$ cat src/rtl/kch_update_ctrl_if.sv
// Heartbeat message handshake from the packet parser plus the knownCH update bus.
// master: parser/table side, slave: kch_update_ctrl.
interface kch_update_ctrl_if #(
  parameter int unsigned WORD_WIDTH = 16
);
  logic                  msg_valid;
  logic                  msg_ready;
  logic [WORD_WIDTH-1:0] msg_ID;
  logic [WORD_WIDTH-1:0] msg_Hops;
  logic [WORD_WIDTH-1:0] msg_QValue;
  logic                  en_KCH;
  logic                  HB_reset;
  logic [WORD_WIDTH-1:0] fCH_ID;
  logic [WORD_WIDTH-1:0] fCH_Hops;
  logic [WORD_WIDTH-1:0] fCH_QValue;

  modport master (
    output msg_valid, msg_ID, msg_Hops, msg_QValue,
    input  msg_ready, en_KCH, HB_reset, fCH_ID, fCH_Hops, fCH_QValue
  );

  modport slave (
    input  msg_valid, msg_ID, msg_Hops, msg_QValue,
    output msg_ready, en_KCH, HB_reset, fCH_ID, fCH_Hops, fCH_QValue
  );
endinterface

$ cat src/rtl/kch_update_ctrl.sv
// knownCH update sequencer: buffers heartbeat messages, replays each one as a single
// en_KCH strobe followed by a settle window, and issues HB_reset on timeout/round start.
module kch_update_ctrl #(
  parameter int unsigned          WORD_WIDTH    = 16,
  parameter int unsigned          FIFO_DEPTH    = 4,
  parameter int unsigned          SETTLE_CYCLES = 2,
  parameter int unsigned          HB_TIMEOUT    = 1000,
  parameter logic [WORD_WIDTH-1:0] INVALID_HOPS = '1
) (
  input  logic                   clk,
  input  logic                   nrst,
  kch_update_ctrl_if.slave       bus,
  input  logic                   round_start,
  output logic                   kch_busy,
  output logic [7:0]             drop_cnt
);
  localparam int unsigned PtrW    = $clog2(FIFO_DEPTH);
  localparam int unsigned TimerW  = $clog2(HB_TIMEOUT);
  localparam int unsigned SettleW = (SETTLE_CYCLES > 1) ? $clog2(SETTLE_CYCLES) : 1;
  localparam logic [TimerW-1:0]  TimerMax   = TimerW'(HB_TIMEOUT - 1);
  localparam logic [SettleW-1:0] SettleLast = SettleW'(SETTLE_CYCLES - 1);
  localparam logic [PtrW:0]      FullCount  = (PtrW + 1)'(FIFO_DEPTH);

  typedef enum logic [2:0] {StIdle, StLoad, StPulse, StSettle, StResetHb} stateT;

  stateT                     stateQ, stateD;
  logic                      runQ;
  logic [SettleW-1:0]        settleQ, settleD;
  logic [PtrW-1:0]           wrPtrQ, rdPtrQ;
  logic [PtrW:0]             countQ;
  logic [3*WORD_WIDTH-1:0]   mem [FIFO_DEPTH];
  logic [TimerW-1:0]         timerQ, timerD;
  logic                      hbReqQ, hbReqD;
  logic [7:0]                dropQ, dropD;
  logic [WORD_WIDTH-1:0]     fchIdQ, fchHopsQ, fchQValQ;
  logic                      msgReady, accept, push, dropMsg, pop, flush;

  // runQ keeps msg_ready low while nrst is asserted, using registered state only
  assign msgReady = runQ && (countQ != FullCount) && (stateQ != StResetHb);
  assign accept   = bus.msg_valid && msgReady;
  assign dropMsg  = accept && (bus.msg_Hops == INVALID_HOPS);
  assign push     = accept && (bus.msg_Hops != INVALID_HOPS);
  assign pop      = (stateQ == StLoad);
  assign flush    = (stateQ == StResetHb);

  // FSM state, settle counter and handshake enable
  always_ff @(posedge clk or negedge nrst) begin
    if (!nrst) begin
      stateQ  <= StIdle;
      settleQ <= '0;
      runQ    <= 1'b0;
    end else begin
      stateQ  <= stateD;
      settleQ <= settleD;
      runQ    <= 1'b1;
    end
  end

  // Next state: pending hb_req beats queued data; an update in flight always completes
  always_comb begin
    stateD  = stateQ;
    settleD = settleQ;
    case (stateQ)
      StIdle: begin
        if (hbReqQ) begin
          stateD = StResetHb;
        end else if (countQ != '0) begin
          stateD = StLoad;
        end
      end
      StLoad:  stateD = StPulse;
      StPulse: begin
        stateD  = StSettle;
        settleD = '0;
      end
      StSettle: begin
        if (settleQ == SettleLast) begin
          stateD = StIdle;
        end else begin
          settleD = settleQ + SettleW'(1);
        end
      end
      StResetHb: stateD = StIdle;
      default:   stateD = StIdle;
    endcase
  end

  // FIFO pointers and occupancy; a flush empties the buffer
  always_ff @(posedge clk or negedge nrst) begin
    if (!nrst) begin
      wrPtrQ <= '0;
      rdPtrQ <= '0;
      countQ <= '0;
    end else if (flush) begin
      wrPtrQ <= '0;
      rdPtrQ <= '0;
      countQ <= '0;
    end else begin
      if (push) wrPtrQ <= wrPtrQ + PtrW'(1);
      if (pop)  rdPtrQ <= rdPtrQ + PtrW'(1);
      countQ <= countQ + (PtrW + 1)'(push) - (PtrW + 1)'(pop);
    end
  end

  // FIFO storage, no reset needed since occupancy guards reads
  always_ff @(posedge clk) begin
    if (push) mem[wrPtrQ] <= {bus.msg_ID, bus.msg_Hops, bus.msg_QValue};
  end

  // Field registers change only in LOAD and survive HB_reset
  always_ff @(posedge clk or negedge nrst) begin
    if (!nrst) begin
      fchIdQ   <= '0;
      fchHopsQ <= INVALID_HOPS;
      fchQValQ <= '0;
    end else if (pop) begin
      {fchIdQ, fchHopsQ, fchQValQ} <= mem[rdPtrQ];
    end
  end

  // Heartbeat timer, sticky reset request and saturating drop counter
  always_comb begin
    timerD = timerQ;
    hbReqD = hbReqQ;
    dropD  = dropQ;
    if (flush || push) begin
      timerD = '0;
    end else if (timerQ != TimerMax) begin
      timerD = timerQ + TimerW'(1);
    end
    // The table is being cleared this cycle, so a coincident request is already served
    if (flush) begin
      hbReqD = 1'b0;
    end else if (round_start || (timerQ == TimerMax)) begin
      hbReqD = 1'b1;
    end
    if (dropMsg && (dropQ != 8'hFF)) begin
      dropD = dropQ + 8'd1;
    end
  end

  // Timer, request and drop counter registers
  always_ff @(posedge clk or negedge nrst) begin
    if (!nrst) begin
      timerQ <= '0;
      hbReqQ <= 1'b0;
      dropQ  <= '0;
    end else begin
      timerQ <= timerD;
      hbReqQ <= hbReqD;
      dropQ  <= dropD;
    end
  end

  assign bus.msg_ready  = msgReady;
  assign bus.en_KCH     = (stateQ == StPulse);
  assign bus.HB_reset   = (stateQ == StResetHb);
  assign bus.fCH_ID     = fchIdQ;
  assign bus.fCH_Hops   = fchHopsQ;
  assign bus.fCH_QValue = fchQValQ;
  assign kch_busy       = (stateQ != StIdle) || (countQ != '0);
  assign drop_cnt       = dropQ;
endmodule
$ cat src/flat_wrapper.sv
// flat-port wrapper written by rule: the top's interface ports become plain ports
module kch_update_ctrl_flat 
#(
  parameter int unsigned          WORD_WIDTH    = 16,
  parameter int unsigned          FIFO_DEPTH    = 4,
  parameter int unsigned          SETTLE_CYCLES = 2,
  parameter int unsigned          HB_TIMEOUT    = 1000,
  parameter logic [WORD_WIDTH-1:0] INVALID_HOPS = '1
)
  (clk, nrst, round_start, kch_busy, drop_cnt, bus_msg_valid, bus_msg_ID, bus_msg_Hops, bus_msg_QValue, bus_msg_ready, bus_en_KCH, bus_HB_reset, bus_fCH_ID, bus_fCH_Hops, bus_fCH_QValue);
  kch_update_ctrl_if #(.WORD_WIDTH(WORD_WIDTH)) bus_i ();
  input  logic clk;
  input  logic nrst;
  input  logic round_start;
  output logic kch_busy;
  output logic [7:0] drop_cnt;
  input wire logic [$bits(bus_i.msg_valid)-1:0] bus_msg_valid;
  input wire logic [$bits(bus_i.msg_ID)-1:0] bus_msg_ID;
  input wire logic [$bits(bus_i.msg_Hops)-1:0] bus_msg_Hops;
  input wire logic [$bits(bus_i.msg_QValue)-1:0] bus_msg_QValue;
  output wire logic [$bits(bus_i.msg_ready)-1:0] bus_msg_ready;
  output wire logic [$bits(bus_i.en_KCH)-1:0] bus_en_KCH;
  output wire logic [$bits(bus_i.HB_reset)-1:0] bus_HB_reset;
  output wire logic [$bits(bus_i.fCH_ID)-1:0] bus_fCH_ID;
  output wire logic [$bits(bus_i.fCH_Hops)-1:0] bus_fCH_Hops;
  output wire logic [$bits(bus_i.fCH_QValue)-1:0] bus_fCH_QValue;
  assign bus_i.msg_valid = bus_msg_valid;
  assign bus_i.msg_ID = bus_msg_ID;
  assign bus_i.msg_Hops = bus_msg_Hops;
  assign bus_i.msg_QValue = bus_msg_QValue;
  assign bus_msg_ready = bus_i.msg_ready;
  assign bus_en_KCH = bus_i.en_KCH;
  assign bus_HB_reset = bus_i.HB_reset;
  assign bus_fCH_ID = bus_i.fCH_ID;
  assign bus_fCH_Hops = bus_i.fCH_Hops;
  assign bus_fCH_QValue = bus_i.fCH_QValue;
  kch_update_ctrl #(.WORD_WIDTH(WORD_WIDTH), .FIFO_DEPTH(FIFO_DEPTH), .SETTLE_CYCLES(SETTLE_CYCLES), .HB_TIMEOUT(HB_TIMEOUT), .INVALID_HOPS(INVALID_HOPS)) u_core (.clk(clk), .nrst(nrst), .bus(bus_i), .round_start(round_start), .kch_busy(kch_busy), .drop_cnt(drop_cnt));
endmodule
$ cat config.mk
export PLATFORM = sky130hd
export DESIGN_NAME = kch_update_ctrl_flat
export DESIGN_NICKNAME = d
export VERILOG_FILES = /design/src/rtl/kch_update_ctrl_if.sv /design/src/rtl/kch_update_ctrl.sv /design/src/flat_wrapper.sv
export SDC_FILE = /design/constraint.sdc
export NUM_CORES = 1
export LEC_CHECK = 0
export CAP_MARGIN = 10
export CORE_UTILIZATION = 40
export DETAILED_ROUTE_END_ITERATION = 8
export HOLD_SLACK_MARGIN = 0.06
export SETUP_SLACK_MARGIN = 0.5
export SLEW_MARGIN = 20
export SYNTH_ARGS = -nofsm -noshare
export SYNTH_HDL_FRONTEND = slang
export SYNTH_SLANG_ARGS = --single-unit
$ cat constraint.sdc
create_clock -name clk -period 2.6 [get_ports clk]
set_input_delay 0.65 -clock clk [delete_from_list [all_inputs] [get_ports clk]]
set_output_delay 0.65 -clock clk [all_outputs]
set_load 0.05 [all_outputs]
==> impl_metrics.env <==
export IMPL_cts_sinks=271
export IMPL_final_core_util_pct=52.5
export IMPL_route_detailed_drc=0
export IMPL_ys_ff_latch=271
export IMPL_regToRegEndpoint="u_core.countQ[2]"
export IMPL_fin_cells=1027
export IMPL_synthAdderAreaFrac_pct=1.17
export IMPL_report_final_hold_viol_count=0
export IMPL_wl_um=20100
export IMPL_overflow=0
export IMPL_ys_seq_area_share_pct=75.3
export IMPL_io_buffers=111
export IMPL_power_density_nw_per_um2=1150
export IMPL_slew_violations=0
export IMPL_area_delta_synth_final_pct=28.7
export IMPL_grt_max_degree=53
export IMPL_die_y_um=162
export IMPL_max_freq_mhz=449
export IMPL_rsz0062_at_grt="true"
export IMPL_slowest_delay_ns=0.40
export IMPL_hold_buffers=0
export IMPL_synth_area_um2=10300
export IMPL_reg2reg_depth=11
export IMPL_die_w_um=162
export IMPL_cp_end_kind="output port"
export IMPL_synth_top_family_by_area="multiplexers"
export IMPL_skew_ns=0.0210
export IMPL_syn_mean_instance_area_um2=20.2
export IMPL_cts_htree_levels=1
export IMPL_yosys_warnings=0
export IMPL_maxSlewHeadroom_pct=48.7
export IMPL_synthTopCellsByArea="edfxtp_1, dfrtp_1, mux4_2"
export IMPL_total_leakage_power_nw=4.81
export IMPL_drt_initial_drc_count=286
export IMPL_sw_frac_of_total_pct=32.7
export IMPL_via_per_inst=5.03
export IMPL_grt_first_pass_wirelength_um=31600
export IMPL_ioPinCount=112
export IMPL_cts_buffer_depth=3
export IMPL_crit_chain="or3b_1, nand2_1, nor2_2, buf_6"
export IMPL_gp_congestion=0.710
export IMPL_rows=58
export IMPL_vias=5168
export IMPL_synth_nets=570
export IMPL_final_antenna_net_count=0
export IMPL_dpl_hpwl_um=12600
export IMPL_rrSetupSlack_ns=0.45
export IMPL_dieArea_um2=26400
export IMPL_yosysMostFrequentCell="edfxtp_1"
export IMPL_synth_edf_count=192
export IMPL_path_max_fanout=2
export IMPL_power_switching_mw=4.97
export IMPL_cts_tree="built"
export IMPL_slowest_stage="or3b_1"
export IMPL_worstPathArrival_ns=1.58
export IMPL_grt_pass1_vias=5802
export IMPL_initial_core_util_pct=40.8
export IMPL_setup_violations_final=0
export IMPL_fin_crit_sh_pct=85.6
export IMPL_r2r_start="u_core.stateQ[2]"
export IMPL_insertion_delay_ns=0.54
export IMPL_post_drt_wl_per_cell_um=19.6
export IMPL_yosys_top_cells_count="edfxtp_1, dfrtp_1, mux2_2"
export IMPL_antenna_found_initial=2
export IMPL_core_um2=25300
export IMPL_synth_top_cell_by_area="edfxtp_1"
export IMPL_hold_class="in2async"
export IMPL_critPathLaunch="u_core.countQ[0]"
export IMPL_firstDrtPassIters=4
export IMPL_post_route_min_period_ns=2.23
export IMPL_numCtsBuffers=28
export IMPL_synth_top_area_share_pct=56.0
export IMPL_p_clk_share_pct=26.6
export IMPL_synth_compound_area_share_pct=0.437
export IMPL_power_internal_mw=10.2
export IMPL_synth_simple_area_share_pct=3.75
export IMPL_outcome="finished clean"
export IMPL_muxShareOfSynthArea_pct=16.6
export IMPL_synthFlopType="edfxtp_1"
export IMPL_peakVddDrop_v=0.000641
export IMPL_seqPwrFrac_pct=39.8
export IMPL_syn_inst=509
export IMPL_p_comb_share_pct=33.6
export IMPL_worstSetupPathType="reg2out"
export IMPL_drv_cap=0
export IMPL_clk_pin_slew_ns=0.06
export IMPL_finalNetCount=734
export IMPL_crit_cells=4
export IMPL_async_flop_share_pct=29.2
export IMPL_drive_above_1_share_pct=38.7
export IMPL_crit_family="simple AND/OR/NAND/NOR gates"
export IMPL_start_kind="flip-flop"
export IMPL_hold_ws_ns=0.114
export IMPL_synth_distinct_cells=38
export IMPL_worstSetupEndpoint="bus_msg_ready"
export IMPL_critPathRequiredTime_ns=1.95
export IMPL_synth_xor_area_share_pct=1.45
export IMPL_crit_buf_inv=1
export IMPL_clockRootBuffer="clkbuf_16"
export IMPL_worst_pin_slew_ns=0.769
export IMPL_grt_usage_pct=15.8
export IMPL_dpl_cell_count=958
-- through the flow --
step,setup TNS [ns],setup WS [ns],instance area (um^2),power [mW]
3_3_place_gp,-19.40,-0.150,12200,11.3
4_1_cts,0,0.333,13100,15.3
6_report,0,0.374,13300,15.2
3_5_place_dp,-33.45,-0.244,12200,11.4
2_1_floorplan,0,0.392,10400,9.65
5_1_grt,0,0.324,13300,15.9
-- power groups by stage --
stage | Combinational, mW | Sequential (mW) | Clock (mW)
4_1_cts | 5.08 | 6.06 | 4.14
3_5_place_dp | 5.21 | 6.18 | 0
2_1_floorplan | 2.32 | 7.33 | 0
3_3_place_gp | 5.13 | 6.12 | 0
5_1_grt | 5.47 | 6.16 | 4.31
6_report | 5.11 | 6.05 | 4.04
-- area by class of cell --
class                   count  area [um^2]
clock inverters            12          135
multi-input cells         210         2540
inverters                   5         18.8
fillers                  2040        12000
repair buffers            157         1560
well taps                 330          413
clock buffers              40          817
flip-flops and latches    271         7770
diodes                      2         5.00
-- kinds of logic after synthesis --
logic type	Yosys count
AO/OA/AOI/OAI	6
XOR/XNOR	17
adder cells (fa/ha/maj)	9
buffers and inverters	28
flip-flops	271
multiplexers	104
other	1
AND/OR/NAND/NOR	73
-- cell usage in the layout (no fill, tap or decap), types with 4 or more instances in the layout --
cell type,n
buf_12,12
buf_4,29
mux4_2,48
clkbuf_8,5
dfstp_2,16
ha_1,6
buf_6,7
and2_4,4
nor2_1,22
dlygate4sd2_1,25
clkbuf_16,31
xor2_1,7
clkbuf_1,6
clkdlybuf4s15_1,14
dfrtp_2,4
buf_2,14
xnor2_1,9
mux2_2,52
nand2_1,10
clkinv_2,6
clkdlybuf4s15_2,11
clkdlybuf4s50_1,36
nand4_1,8
dfrtp_1,58
mux2i_1,4
edfxtp_1,192
nand3_1,4
-- state kept, by name (all words and copies together) (netlist names) --
name	cells
u_core.bus.fCH_Hops	16
u_core.bus.fCH_ID	16
u_core.bus.fCH_QValue	16
u_core.countQ	3
u_core.drop_cnt	8
u_core.hbReqQ	1
u_core.mem	192
u_core.rdPtrQ	2
u_core.runQ	1
u_core.settleQ	1
u_core.stateQ	3
u_core.timerQ	10
u_core.wrPtrQ	2
-- what timing repair did --
item                                    4_1_cts  5_1_grt
buffers inserted                             11        2
cloned                                        0        2
endpoints found under the setup margin      264      194
pin swaps                                    11        5
gates resized for setup                     161       47
-- worst min-delay path by stage --
| stage | startpoint | endpoint | slack (ns) |
|---|---|---|---|
| 2_1_floorplan | nrst | u_core.bus.fCH_ID[0] | 0.35 |
| 3_3_place_gp | u_core.settleQ | u_core.stateQ[1] | 0.46 |
| 3_5_place_dp | u_core.bus.fCH_QValue[11] | u_core.bus.fCH_QValue[11] | 0.49 |
| 4_1_cts | nrst | u_core.bus.fCH_ID[4] | 0.11 |
| 5_1_grt | nrst | u_core.bus.fCH_ID[4] | 0.13 |
| 6_report | nrst | u_core.bus.fCH_ID[4] | 0.11 |
-- routing by layer --
layer  track usage [%]  up-vias  part of all wire, %
li1                  -     2323                    -
met1              20.0     2710                   42
met5                 0        -                    0
met2              27.5      106                   52
met3              2.55       29                  4.1
met4              4.97        0                  2.0
-- worst register-to-register path, delay by kind of cell, from the launching register on --
| family | cells | cell delay [ns] |
|---|---|---|
| adder cells (fa/ha/maj) | 3 | 0.69 |
| flip-flops | 1 | 0.43 |
| XOR/XNOR | 2 | 0.32 |
| buffers and inverters | 4 | 0.32 |
| AND/OR/NAND/NOR | 2 | 0.27 |
Power figures use the tool's default switching activity.
